### src/rtl/cndm_proto_pkg.sv
`default_nettype none
// ============================================================================
// Module      : cndm_proto_pkg
// Description : Shared AXI response codes and FSM state type for the
//               cndm_proto command-driven AXI-lite master.
// Revision    : 1.0 - initial release
// ============================================================================
package cndm_proto_pkg;

    localparam logic [1:0] RESP_OKAY   = 2'b00;
    localparam logic [1:0] RESP_EXOKAY = 2'b01;
    localparam logic [1:0] RESP_SLVERR = 2'b10;
    localparam logic [1:0] RESP_DECERR = 2'b11;

    typedef enum logic [2:0] {
        IDLE    = 3'd0,
        WR_REQ  = 3'd1,
        WR_RESP = 3'd2,
        RD_REQ  = 3'd3,
        RD_DATA = 3'd4,
        RSP     = 3'd5
    } state_t;

endpackage
`default_nettype wire

### src/rtl/taxi_axil_if.sv
`default_nettype none
// ============================================================================
// Module      : taxi_axil_if
// Description : AXI4-lite bundle with write/read master and slave modports.
// Revision    : 1.0 - initial release
// ============================================================================
interface taxi_axil_if #(
    parameter int DATA_W = 32,
    parameter int ADDR_W = 32,
    parameter int STRB_W = DATA_W/8,
    parameter int USER_W = 1
) ();
    logic [ADDR_W-1:0] awaddr;
    logic [2:0]        awprot;
    logic [USER_W-1:0] awuser;
    logic              awvalid;
    logic              awready;
    logic [DATA_W-1:0] wdata;
    logic [STRB_W-1:0] wstrb;
    logic [USER_W-1:0] wuser;
    logic              wvalid;
    logic              wready;
    logic [1:0]        bresp;
    logic [USER_W-1:0] buser;
    logic              bvalid;
    logic              bready;
    logic [ADDR_W-1:0] araddr;
    logic [2:0]        arprot;
    logic [USER_W-1:0] aruser;
    logic              arvalid;
    logic              arready;
    logic [DATA_W-1:0] rdata;
    logic [1:0]        rresp;
    logic [USER_W-1:0] ruser;
    logic              rvalid;
    logic              rready;

    modport wr_mst (
        output awaddr, awprot, awuser, awvalid, input awready,
        output wdata, wstrb, wuser, wvalid, input wready,
        input bresp, buser, bvalid, output bready
    );
    modport rd_mst (
        output araddr, arprot, aruser, arvalid, input arready,
        input rdata, rresp, ruser, rvalid, output rready
    );
    modport wr_slv (
        input awaddr, awprot, awuser, awvalid, output awready,
        input wdata, wstrb, wuser, wvalid, output wready,
        output bresp, buser, bvalid, input bready
    );
    modport rd_slv (
        input araddr, arprot, aruser, arvalid, output arready,
        output rdata, rresp, ruser, rvalid, input rready
    );
endinterface
`default_nettype wire

### src/rtl/cndm_proto_axil_cmd_master.sv
`default_nettype none
// ============================================================================
// Module      : cndm_proto_axil_cmd_master
// Description : Converts a valid/ready command stream into single AXI-lite
//               transactions and returns result plus bus latency.
// Revision    : 1.0 - initial release
// ============================================================================
module cndm_proto_axil_cmd_master
    import cndm_proto_pkg::*;
#(
    parameter int TAG_W  = 8,
    parameter int CYC_W  = 16,
    parameter int ADDR_W = 32,
    parameter int DATA_W = 32,
    parameter int STRB_W = DATA_W/8
) (
    input  logic              clk,
    input  logic              rst,
    taxi_axil_if.wr_mst       m_axil_wr,
    taxi_axil_if.rd_mst       m_axil_rd,
    input  logic              cmd_valid,
    output logic              cmd_ready,
    input  logic              cmd_write,
    input  logic [ADDR_W-1:0] cmd_addr,
    input  logic [DATA_W-1:0] cmd_data,
    input  logic [STRB_W-1:0] cmd_strb,
    input  logic [TAG_W-1:0]  cmd_tag,
    output logic              rsp_valid,
    input  logic              rsp_ready,
    output logic              rsp_write,
    output logic [DATA_W-1:0] rsp_data,
    output logic [1:0]        rsp_resp,
    output logic [TAG_W-1:0]  rsp_tag,
    output logic [CYC_W-1:0]  rsp_cycles
);

    localparam logic [CYC_W-1:0] c_cnt_max = '1;
    localparam logic [CYC_W-1:0] c_cnt_one = CYC_W'(1);

    state_t            r_state;
    state_t            w_state_next;
    logic              r_write;
    logic [ADDR_W-1:0] r_addr;
    logic [DATA_W-1:0] r_data;
    logic [STRB_W-1:0] r_strb;
    logic [TAG_W-1:0]  r_tag;
    logic              r_awvalid;
    logic              r_wvalid;
    logic              r_arvalid;
    logic [CYC_W-1:0]  r_cnt;
    logic              r_rsp_write;
    logic [DATA_W-1:0] r_rsp_data;
    logic [1:0]        r_rsp_resp;
    logic [TAG_W-1:0]  r_rsp_tag;
    logic [CYC_W-1:0]  r_rsp_cycles;

    logic             w_cmd_fire;
    logic             w_aw_fire;
    logic             w_w_fire;
    logic             w_b_fire;
    logic             w_ar_fire;
    logic             w_r_fire;
    logic             w_busy;
    logic [CYC_W-1:0] w_cnt_inc;

    assign cmd_ready  = (r_state == IDLE) && !rst;
    assign w_cmd_fire = cmd_valid && cmd_ready;
    assign w_aw_fire  = r_awvalid && m_axil_wr.awready;
    assign w_w_fire   = r_wvalid && m_axil_wr.wready;
    assign w_b_fire   = (r_state == WR_RESP) && m_axil_wr.bvalid;
    assign w_ar_fire  = r_arvalid && m_axil_rd.arready;
    assign w_r_fire   = (r_state == RD_DATA) && m_axil_rd.rvalid;
    assign w_busy     = (r_state == WR_REQ) || (r_state == WR_RESP) ||
                        (r_state == RD_REQ) || (r_state == RD_DATA);
    // Latency includes the B/R handshake cycle, so the captured value is one past the counter.
    assign w_cnt_inc  = (r_cnt == c_cnt_max) ? r_cnt : r_cnt + c_cnt_one;

    assign m_axil_wr.awaddr  = r_addr;
    assign m_axil_wr.awprot  = 3'b000;
    assign m_axil_wr.awuser  = '0;
    assign m_axil_wr.awvalid = r_awvalid;
    assign m_axil_wr.wdata   = r_data;
    assign m_axil_wr.wstrb   = r_strb;
    assign m_axil_wr.wuser   = '0;
    assign m_axil_wr.wvalid  = r_wvalid;
    assign m_axil_wr.bready  = (r_state == WR_RESP);
    assign m_axil_rd.araddr  = r_addr;
    assign m_axil_rd.arprot  = 3'b000;
    assign m_axil_rd.aruser  = '0;
    assign m_axil_rd.arvalid = r_arvalid;
    assign m_axil_rd.rready  = (r_state == RD_DATA);

    assign rsp_valid  = (r_state == RSP);
    assign rsp_write  = r_rsp_write;
    assign rsp_data   = r_rsp_data;
    assign rsp_resp   = r_rsp_resp;
    assign rsp_tag    = r_rsp_tag;
    assign rsp_cycles = r_rsp_cycles;

    always_comb begin
        w_state_next = r_state;
        case (r_state)
            IDLE: begin
                if (w_cmd_fire) begin
                    w_state_next = cmd_write ? WR_REQ : RD_REQ;
                end
            end
            WR_REQ: begin
                if ((!r_awvalid || w_aw_fire) && (!r_wvalid || w_w_fire)) begin
                    w_state_next = WR_RESP;
                end
            end
            WR_RESP: if (w_b_fire)  w_state_next = RSP;
            RD_REQ:  if (w_ar_fire) w_state_next = RD_DATA;
            RD_DATA: if (w_r_fire)  w_state_next = RSP;
            RSP:     if (rsp_ready) w_state_next = IDLE;
            default: w_state_next = IDLE;
        endcase
    end

    always_ff @(posedge clk) begin
        if (rst) begin
            r_state      <= IDLE;
            r_write      <= 1'b0;
            r_addr       <= '0;
            r_data       <= '0;
            r_strb       <= '0;
            r_tag        <= '0;
            r_awvalid    <= 1'b0;
            r_wvalid     <= 1'b0;
            r_arvalid    <= 1'b0;
            r_cnt        <= '0;
            r_rsp_write  <= 1'b0;
            r_rsp_data   <= '0;
            r_rsp_resp   <= RESP_OKAY;
            r_rsp_tag    <= '0;
            r_rsp_cycles <= '0;
        end else begin
            r_state <= w_state_next;
            if (w_cmd_fire) begin
                r_write   <= cmd_write;
                r_addr    <= cmd_addr;
                r_data    <= cmd_data;
                r_strb    <= cmd_strb;
                r_tag     <= cmd_tag;
                r_awvalid <= cmd_write;
                r_wvalid  <= cmd_write;
                r_arvalid <= !cmd_write;
                r_cnt     <= '0;
            end
            if (w_aw_fire) r_awvalid <= 1'b0;
            if (w_w_fire)  r_wvalid  <= 1'b0;
            if (w_ar_fire) r_arvalid <= 1'b0;
            if (w_busy)    r_cnt     <= w_cnt_inc;
            if (w_b_fire) begin
                r_rsp_write  <= r_write;
                r_rsp_data   <= '0;
                r_rsp_resp   <= m_axil_wr.bresp;
                r_rsp_tag    <= r_tag;
                r_rsp_cycles <= w_cnt_inc;
            end
            if (w_r_fire) begin
                r_rsp_write  <= r_write;
                r_rsp_data   <= m_axil_rd.rdata;
                r_rsp_resp   <= m_axil_rd.rresp;
                r_rsp_tag    <= r_tag;
                r_rsp_cycles <= w_cnt_inc;
            end
        end
    end

endmodule
`default_nettype wire

### src/flat_wrapper.sv
// flat-port wrapper written by rule: the top's interface ports become plain ports
module cndm_proto_axil_cmd_master_flat import cndm_proto_pkg::*;
#(
    parameter int TAG_W  = 8,
    parameter int CYC_W  = 16,
    parameter int ADDR_W = 32,
    parameter int DATA_W = 32,
    parameter int STRB_W = DATA_W/8
)
  (clk, rst, cmd_valid, cmd_ready, cmd_write, cmd_addr, cmd_data, cmd_strb, cmd_tag, rsp_valid, rsp_ready, rsp_write, rsp_data, rsp_resp, rsp_tag, rsp_cycles, m_axil_wr_awaddr, m_axil_wr_awprot, m_axil_wr_awuser, m_axil_wr_awvalid, m_axil_wr_awready, m_axil_wr_wdata, m_axil_wr_wstrb, m_axil_wr_wuser, m_axil_wr_wvalid, m_axil_wr_wready, m_axil_wr_bresp, m_axil_wr_buser, m_axil_wr_bvalid, m_axil_wr_bready, m_axil_rd_araddr, m_axil_rd_arprot, m_axil_rd_aruser, m_axil_rd_arvalid, m_axil_rd_arready, m_axil_rd_rdata, m_axil_rd_rresp, m_axil_rd_ruser, m_axil_rd_rvalid, m_axil_rd_rready);
  taxi_axil_if #(.DATA_W(DATA_W), .ADDR_W(ADDR_W), .STRB_W(STRB_W)) m_axil_wr_i ();
  taxi_axil_if #(.DATA_W(DATA_W), .ADDR_W(ADDR_W), .STRB_W(STRB_W)) m_axil_rd_i ();
  input  logic clk;
  input  logic rst;
  input  logic cmd_valid;
  output logic cmd_ready;
  input  logic cmd_write;
  input  logic [ADDR_W-1:0] cmd_addr;
  input  logic [DATA_W-1:0] cmd_data;
  input  logic [STRB_W-1:0] cmd_strb;
  input  logic [TAG_W-1:0] cmd_tag;
  output logic rsp_valid;
  input  logic rsp_ready;
  output logic rsp_write;
  output logic [DATA_W-1:0] rsp_data;
  output logic [1:0] rsp_resp;
  output logic [TAG_W-1:0] rsp_tag;
  output logic [CYC_W-1:0] rsp_cycles;
  output wire logic [$bits(m_axil_wr_i.awaddr)-1:0] m_axil_wr_awaddr;
  output wire logic [$bits(m_axil_wr_i.awprot)-1:0] m_axil_wr_awprot;
  output wire logic [$bits(m_axil_wr_i.awuser)-1:0] m_axil_wr_awuser;
  output wire logic [$bits(m_axil_wr_i.awvalid)-1:0] m_axil_wr_awvalid;
  input wire logic [$bits(m_axil_wr_i.awready)-1:0] m_axil_wr_awready;
  output wire logic [$bits(m_axil_wr_i.wdata)-1:0] m_axil_wr_wdata;
  output wire logic [$bits(m_axil_wr_i.wstrb)-1:0] m_axil_wr_wstrb;
  output wire logic [$bits(m_axil_wr_i.wuser)-1:0] m_axil_wr_wuser;
  output wire logic [$bits(m_axil_wr_i.wvalid)-1:0] m_axil_wr_wvalid;
  input wire logic [$bits(m_axil_wr_i.wready)-1:0] m_axil_wr_wready;
  input wire logic [$bits(m_axil_wr_i.bresp)-1:0] m_axil_wr_bresp;
  input wire logic [$bits(m_axil_wr_i.buser)-1:0] m_axil_wr_buser;
  input wire logic [$bits(m_axil_wr_i.bvalid)-1:0] m_axil_wr_bvalid;
  output wire logic [$bits(m_axil_wr_i.bready)-1:0] m_axil_wr_bready;
  output wire logic [$bits(m_axil_rd_i.araddr)-1:0] m_axil_rd_araddr;
  output wire logic [$bits(m_axil_rd_i.arprot)-1:0] m_axil_rd_arprot;
  output wire logic [$bits(m_axil_rd_i.aruser)-1:0] m_axil_rd_aruser;
  output wire logic [$bits(m_axil_rd_i.arvalid)-1:0] m_axil_rd_arvalid;
  input wire logic [$bits(m_axil_rd_i.arready)-1:0] m_axil_rd_arready;
  input wire logic [$bits(m_axil_rd_i.rdata)-1:0] m_axil_rd_rdata;
  input wire logic [$bits(m_axil_rd_i.rresp)-1:0] m_axil_rd_rresp;
  input wire logic [$bits(m_axil_rd_i.ruser)-1:0] m_axil_rd_ruser;
  input wire logic [$bits(m_axil_rd_i.rvalid)-1:0] m_axil_rd_rvalid;
  output wire logic [$bits(m_axil_rd_i.rready)-1:0] m_axil_rd_rready;
  assign m_axil_wr_awaddr = m_axil_wr_i.awaddr;
  assign m_axil_wr_awprot = m_axil_wr_i.awprot;
  assign m_axil_wr_awuser = m_axil_wr_i.awuser;
  assign m_axil_wr_awvalid = m_axil_wr_i.awvalid;
  assign m_axil_wr_i.awready = m_axil_wr_awready;
  assign m_axil_wr_wdata = m_axil_wr_i.wdata;
  assign m_axil_wr_wstrb = m_axil_wr_i.wstrb;
  assign m_axil_wr_wuser = m_axil_wr_i.wuser;
  assign m_axil_wr_wvalid = m_axil_wr_i.wvalid;
  assign m_axil_wr_i.wready = m_axil_wr_wready;
  assign m_axil_wr_i.bresp = m_axil_wr_bresp;
  assign m_axil_wr_i.buser = m_axil_wr_buser;
  assign m_axil_wr_i.bvalid = m_axil_wr_bvalid;
  assign m_axil_wr_bready = m_axil_wr_i.bready;
  assign m_axil_rd_araddr = m_axil_rd_i.araddr;
  assign m_axil_rd_arprot = m_axil_rd_i.arprot;
  assign m_axil_rd_aruser = m_axil_rd_i.aruser;
  assign m_axil_rd_arvalid = m_axil_rd_i.arvalid;
  assign m_axil_rd_i.arready = m_axil_rd_arready;
  assign m_axil_rd_i.rdata = m_axil_rd_rdata;
  assign m_axil_rd_i.rresp = m_axil_rd_rresp;
  assign m_axil_rd_i.ruser = m_axil_rd_ruser;
  assign m_axil_rd_i.rvalid = m_axil_rd_rvalid;
  assign m_axil_rd_rready = m_axil_rd_i.rready;
  cndm_proto_axil_cmd_master #(.TAG_W(TAG_W), .CYC_W(CYC_W), .ADDR_W(ADDR_W), .DATA_W(DATA_W), .STRB_W(STRB_W)) u_core (.clk(clk), .rst(rst), .m_axil_wr(m_axil_wr_i), .m_axil_rd(m_axil_rd_i), .cmd_valid(cmd_valid), .cmd_ready(cmd_ready), .cmd_write(cmd_write), .cmd_addr(cmd_addr), .cmd_data(cmd_data), .cmd_strb(cmd_strb), .cmd_tag(cmd_tag), .rsp_valid(rsp_valid), .rsp_ready(rsp_ready), .rsp_write(rsp_write), .rsp_data(rsp_data), .rsp_resp(rsp_resp), .rsp_tag(rsp_tag), .rsp_cycles(rsp_cycles));
endmodule
### config.mk
export PLATFORM = sky130hd
export DESIGN_NAME = cndm_proto_axil_cmd_master_flat
export DESIGN_NICKNAME = d
export VERILOG_FILES = /design/src/rtl/cndm_proto_pkg.sv /design/src/rtl/taxi_axil_if.sv /design/src/rtl/cndm_proto_axil_cmd_master.sv /design/src/flat_wrapper.sv
export SDC_FILE = /design/constraint.sdc
export NUM_CORES = 1
export LEC_CHECK = 0
export CORE_MARGIN = 5
export CORE_UTILIZATION = 45
export DETAILED_ROUTE_END_ITERATION = 12
export DONT_BUFFER_PORTS = 1
export GPL_TIMING_DRIVEN = 0
export PLACE_DENSITY_LB_ADDON = 0.05
export SETUP_SLACK_MARGIN = 0.15
export SYNTH_ARGS = -nofsm -noshare
export SYNTH_HDL_FRONTEND = slang
export SYNTH_SLANG_ARGS = --single-unit
export TNS_END_PERCENT = 5
### constraint.sdc
create_clock -name clk -period 2.5 [get_ports clk]
set_input_delay 0.25 -clock clk [delete_from_list [all_inputs] [get_ports clk]]
set_output_delay 0.25 -clock clk [all_outputs]
set_load 0.01 [all_outputs]
# ---- Word level (Yosys, flattened, before mapping)
# Index checks and enable logic that the tools add are counted.
# Widths: inputs -> output; s select.
dict set report word_totals {
  out_inout_bits 175
  inputBits 124
  elab_cells 73
  regBits 158
}
dict set report classes {
  add_sub_neg 1
  n_reduce_logical 24
  mux 21
  eq_ne 12
}
# operator count
set ops {}
lappend ops {{$mux 16} 5}
lappend ops {{$mux 32} 2}
lappend ops {{$mux 3} 6}
lappend ops {{$pmux 3 s6} 1}
lappend ops {{$add 16x1->16 const B} 1}
lappend ops {{$eq 16x16->1 const B} 1}
lappend ops {{$mux 8} 2}
lappend ops {{$ne 2x1->1 const B} 5}
lappend ops {{$logic_and 1x1->1} 8}
lappend ops {{$eq 3x2->1 const B} 2}
lappend ops {{$eq 3x3->1 const B} 2}
lappend ops {{$mux 2} 3}
lappend ops {{$reduce_and 6->1} 1}
lappend ops {{$reduce_or 2->1} 3}
lappend ops {{$logic_or 1x1->1} 5}
lappend ops {{$logic_not 1->1} 4}
lappend ops {{$reduce_bool 2->1} 2}
lappend ops {{$eq 3x1->1 const B} 1}
lappend ops {{$logic_not 3->1} 1}
lappend ops {{$mux 1} 2}
lappend ops {{$ne 2x2->1 const B} 1}

# ---- Depth between registers and ports, before layout
dict set report logic_depth {
  depth_word 5
  mapped_depth 7
  depth_no_buf 5
}

# ---- Worst setup path before layout
# No wires, ideal clock.
dict set report synth_path {
  kind {register to register}
  start {register u_core.r_state[0]}
  end {register u_core.r_data[19] (netlist: u_core.m_axil_wr.wdata[19])}
  path_buffers 2
  slack_ns 0.584
  t_arrival_ns 1.803
  stages_incl_launch_ff 7
  path_cell_list {dfxtp_1 > nor4_1 > nand2_1 > buf_2 > clkbuf_1 > nand3_1 > nand2_1}
}
dict set report synth_via {
  elab_chain_len 3
}
# element line
set synth_lines {}
lappend synth_lines {{from (decl)} cndm_proto_axil_cmd_master.sv:40} ;# state_t r_state;
lappend synth_lines {{from (signal assigned)} cndm_proto_axil_cmd_master.sv:139} ;# r_state <= w_state_next;
lappend synth_lines {{$logic_not 3->1} cndm_proto_axil_cmd_master.sv:66} ;# assign cmd_ready = (r_state == IDLE) && !rst;
lappend synth_lines {{$logic_and 1x1->1} cndm_proto_axil_cmd_master.sv:66}
lappend synth_lines {{net cmd_ready} flat_wrapper.sv:16} ;# output logic cmd_ready;
lappend synth_lines {{$logic_and 1x1->1} cndm_proto_axil_cmd_master.sv:67} ;# assign w_cmd_fire = cmd_valid && cmd_ready;
lappend synth_lines {{to (signal assigned)} cndm_proto_axil_cmd_master.sv:143} ;# r_data <= cmd_data;
lappend synth_lines {{to (decl)} cndm_proto_axil_cmd_master.sv:44} ;# logic [DATA_W-1:0] r_data;
# The timed path passes the listed nets, and every way through them passes these cells.
# A chain may end at the register's enable or synchronous reset.

# ---- Worst setup path in the final report
dict set report layout_path {
  start {register u_core.r_cnt[0]}
  end {register u_core.r_rsp_cycles[3] (netlist: u_core.rsp_cycles[3])}
}
dict set report layout_via {
  elab_chain_len 4
  word_cells_on_any_way 5
}
# element line
set layout_lines {}
lappend layout_lines {{from (decl)} cndm_proto_axil_cmd_master.sv:50} ;# logic [CYC_W-1:0] r_cnt;
lappend layout_lines {{from (signal assigned)} cndm_proto_axil_cmd_master.sv:154} ;# if (w_busy) r_cnt <= w_cnt_inc;
lappend layout_lines {{$add 16x1->16 / $eq 16x16->1 (equally long branches)} cndm_proto_axil_cmd_master.sv:76} ;# assign w_cnt_inc = (r_cnt == c_cnt_max) ? r_cnt : r_cnt + c_cnt_one;
lappend layout_lines {{$mux 16 (*)} cndm_proto_axil_cmd_master.sv:76}
lappend layout_lines {{$mux 16} cndm_proto_axil_cmd_master.sv:155} ;# if (w_b_fire) begin
lappend layout_lines {{$mux 16 (*)} cndm_proto_axil_cmd_master.sv:162} ;# if (w_r_fire) begin
lappend layout_lines {{to (signal assigned)} cndm_proto_axil_cmd_master.sv:160} ;# r_rsp_cycles <= w_cnt_inc;
lappend layout_lines {{to (signal assigned)} cndm_proto_axil_cmd_master.sv:167} ;# r_rsp_cycles <= w_cnt_inc;
lappend layout_lines {{to (decl)} cndm_proto_axil_cmd_master.sv:55} ;# logic [CYC_W-1:0] r_rsp_cycles;
# Mark *: on every way between the ends. The rest lies on a longest branch, timed or not. The select of a mux whose other input is x is not followed.

==> metrics.yaml <==
final_layout:
  drive_gt1_share_pct: 10.4
  final_common_cell: "nand2_1"
  fillers: 1206
  final_cell_mix: "nand2_1, dfxtp_1, dlygate4sd3_1"
  area_growth_syn_to_layout_pct: 31.9
  layout.nets: 1058
  fin_util_pct: 60.9
synth:
  yosys.cell_types.count: 53
  seq_area_frac_synth_pct: 49.1
  synthArstFlopShare_pct: 0
  synth_cells: 790
  synth_edf_count: 0
  syn_area_um2: 6440
  ys_ff_latch: 158
  syn_area_per_cell_um2: 8.15
  synthFlopType: "dfxtp_1"
  yosysWarnings: 0
global_route:
  grt_pass1_vias: 5976
  grt_max_degree: 17
  grt_use_total_pct: 23.7
  grt_overflow: 0
  grt_pass1_wl_um: 31300
  antenna_found_initial: 0
floorplanning:
  core-area_um2: 13900
  initial_core_util_pct: 46.2
  die_area_um2: 16800
  rows: 43
  fp.dieW_um: 130
  pin_count: 299
  die_y_um: 130
timing:
  setup_viol: 0
  fin_hold_ws_ns: 0.0207
  period_needed_ns: 2.25
  fmax_mhz: 445
  worstMarginPinSlew_ns: 0.858
  rsz0062_at_grt: "yes"
  period_share_pct: 90.0
  max-slew-margin-rel_pct: 42.8
  hold_viol: 0
  clock-skew-final_ns: 0.0106
  drv_slew: 0
worst_setup_path:
  cp_slowest_cell: "dfxtp_1"
  reg2reg_from: "u_core.r_cnt[0]$_SDFFE_PP0P_"
  crit_start: "u_core.r_cnt[0]$_SDFFE_PP0P_"
  max_stage_delay_ns: 0.46
  crit_arrival_ns: 2.60
  required_ns: 2.85
  critical_path_buf_inv_count: 1
  crit_chain: "ha_1 > nand3_1 > nor4_4 > buf_2 > o21ai_0 > a31oi_1"
  crit_type: "reg -> reg"
  critical-path-top-delay-family: "simple AND/OR/NAND/NOR gates"
  path_max_fanout: 10
  critPathLaunchType: "flop"
  cp-end-kind: "flop"
min_path:
  hold_start: "m_axil_rd_arready"
  hp-class: "in -> reg"
status:
  status: "finished, final reports clean"
place:
  dpl.hpwl_um: 14800
  numPortBuffers: 0
  globalplace.congestion: 0.862
clock_network:
  cts_tree: "built"
  clk_latency_ns: 0.42
  cts.sinks: 158
  clk_pin_slew_ns: 0.06
  clockRootBuffer: "clkbuf_16"
  cts_buffers: 17
  cts.htree.levels: 4
  clockBufferDepth: 2
detailed_routing:
  ant_nets: 0
  dr.pass1.iters: 4
  wl_um: 20700
  remaining_drc_errors: 0
  wl_per_cell_um: 18.3
  drtIter0Drc: 347
  viasPerCell: 5.43
  via_count: 6129
pwr:
  powerDensity_nw_per_um2: 970
  ir_worst_vdd_mv: 0.571
  leakagePower_nw: 3.51
  power.total_mw: 8.23
job:
  cap_violations: 0
final timing paths:
path	to	slack, ns	cells past startpoint
max	u_core.rsp_cycles[3]$_SDFFE_PP0P_	0.25	6
min	u_core.m_axil_rd.arvalid$_SDFFE_PP0P_	0.02	3
max reg2reg	u_core.rsp_cycles[3]$_SDFFE_PP0P_	0.25	6
min reg2reg	u_core.rsp_tag[1]$_SDFFE_PP0P_	0.45	2
metal layers:
layer  track usage, %  part of all wire, %  up-vias
met3             8.41                   10       37
met5                0                    0        -
met1             27.2                   38     2823
met2             40.6                   49      294
li1                 -                    -     2975
met4             8.68                  2.4        0
repair_timing:
| item | 4_1_cts | 5_1_grt |
|---|---|---|
| gates resized for setup | 2 | 2 |
| setup endpoints to repair | 94 | 46 |
| hold buffers | 111 | 0 |
| buffers inserted | 0 | 5 |
| pin swaps | 0 | 2 |
| endpoints found under the hold margin | 112 | 0 |
cell type report:
class	instances	area (um^2)	area share, %
inverters	9	33.8	0.398
clock buffers	19	433	5.10
well taps	180	225	2.65
diodes	3	7.51	0.0884
clock inverters	13	188	2.21
flip-flops and latches	158	3160	37.3
plain buffers	100	543	6.40
repair buffers	116	1150	13.5
multi-input cells	531	2750	32.4
power by group:
part | total (mW) | internal, mW | switching, mW
Combinational | 1.94 | 0.717 | 1.23
Sequential | 3.57 | 2.98 | 0.590
Clock | 2.72 | 1.68 | 1.05
kinds of logic after synthesis:
family                     count (synthesis)  synth area share, %
other                                      1               0.0583
adders and majority gates                  1                0.194
DFF                                      158                 49.1
buffers and inverters                    109                 8.96
muxes                                      5                0.797
AOI/OAI and AO/OA                        129                 13.4
xor gates and xnor gates                   5                0.680
and+or+nand+nor                          382                 26.8
synth_stat cells (all sizes together) (2+ instances only):
cell | instances | share of area (%)
nor4 | 4 | 0.49
dfxtp | 158 | 49
nor3 | 9 | 0.70
and4 | 5 | 0.68
o32ai | 2 | 0.27
or2 | 2 | 0.19
a22oi | 34 | 4.0
nor2b | 4 | 0.39
a21oi | 30 | 2.3
nand3b | 4 | 0.47
o311ai | 4 | 0.54
buf | 60 | 6.1
nand2b | 2 | 0.19
nand3 | 92 | 7.2
or3 | 3 | 0.29
o211ai | 5 | 0.58
nand2 | 193 | 11
clkbuf | 40 | 2.3
a31oi | 10 | 0.97
a211oi | 7 | 0.82
nand4 | 9 | 1.1
nor2 | 45 | 2.6
xor2 | 2 | 0.27
a21o | 4 | 0.47
mux2i | 4 | 0.62
o21ai | 17 | 1.3
inv | 9 | 0.52
or4 | 6 | 0.76
xnor2 | 3 | 0.41
a311oi | 2 | 0.27
o31ai | 5 | 0.58
stage by stage:
stage	TNS [ns]	cell area (um^2)	setup WS, ns	std cells
2_1_floorplan	0	6470	0.584	798
3_3_place_gp	-1.81	6690	-0.181	978
3_5_place_dp	-2.01	6690	-0.209	978
4_1_cts	0	8440	0.143	1121
5_1_grt	0	8480	0.0585	1126
6_report	0	8490	0.250	1129
registers in the layout (all words and copies together), names as in the netlist, 4 cells and up:
signal and flops:
u_core.m_axil_rd.araddr 32, u_core.m_axil_wr.wdata 32, u_core.m_axil_wr.wstrb 4, u_core.r_cnt 16, u_core.r_tag 8, u_core.rsp_cycles 16
u_core.rsp_data 32, u_core.rsp_tag 8
worst min-delay path, delay by kind of cell:
kind	cells	cell delay [ns]
AOI/OAI and AO/OA	3	0.14
Power figures use the tool's default switching activity.
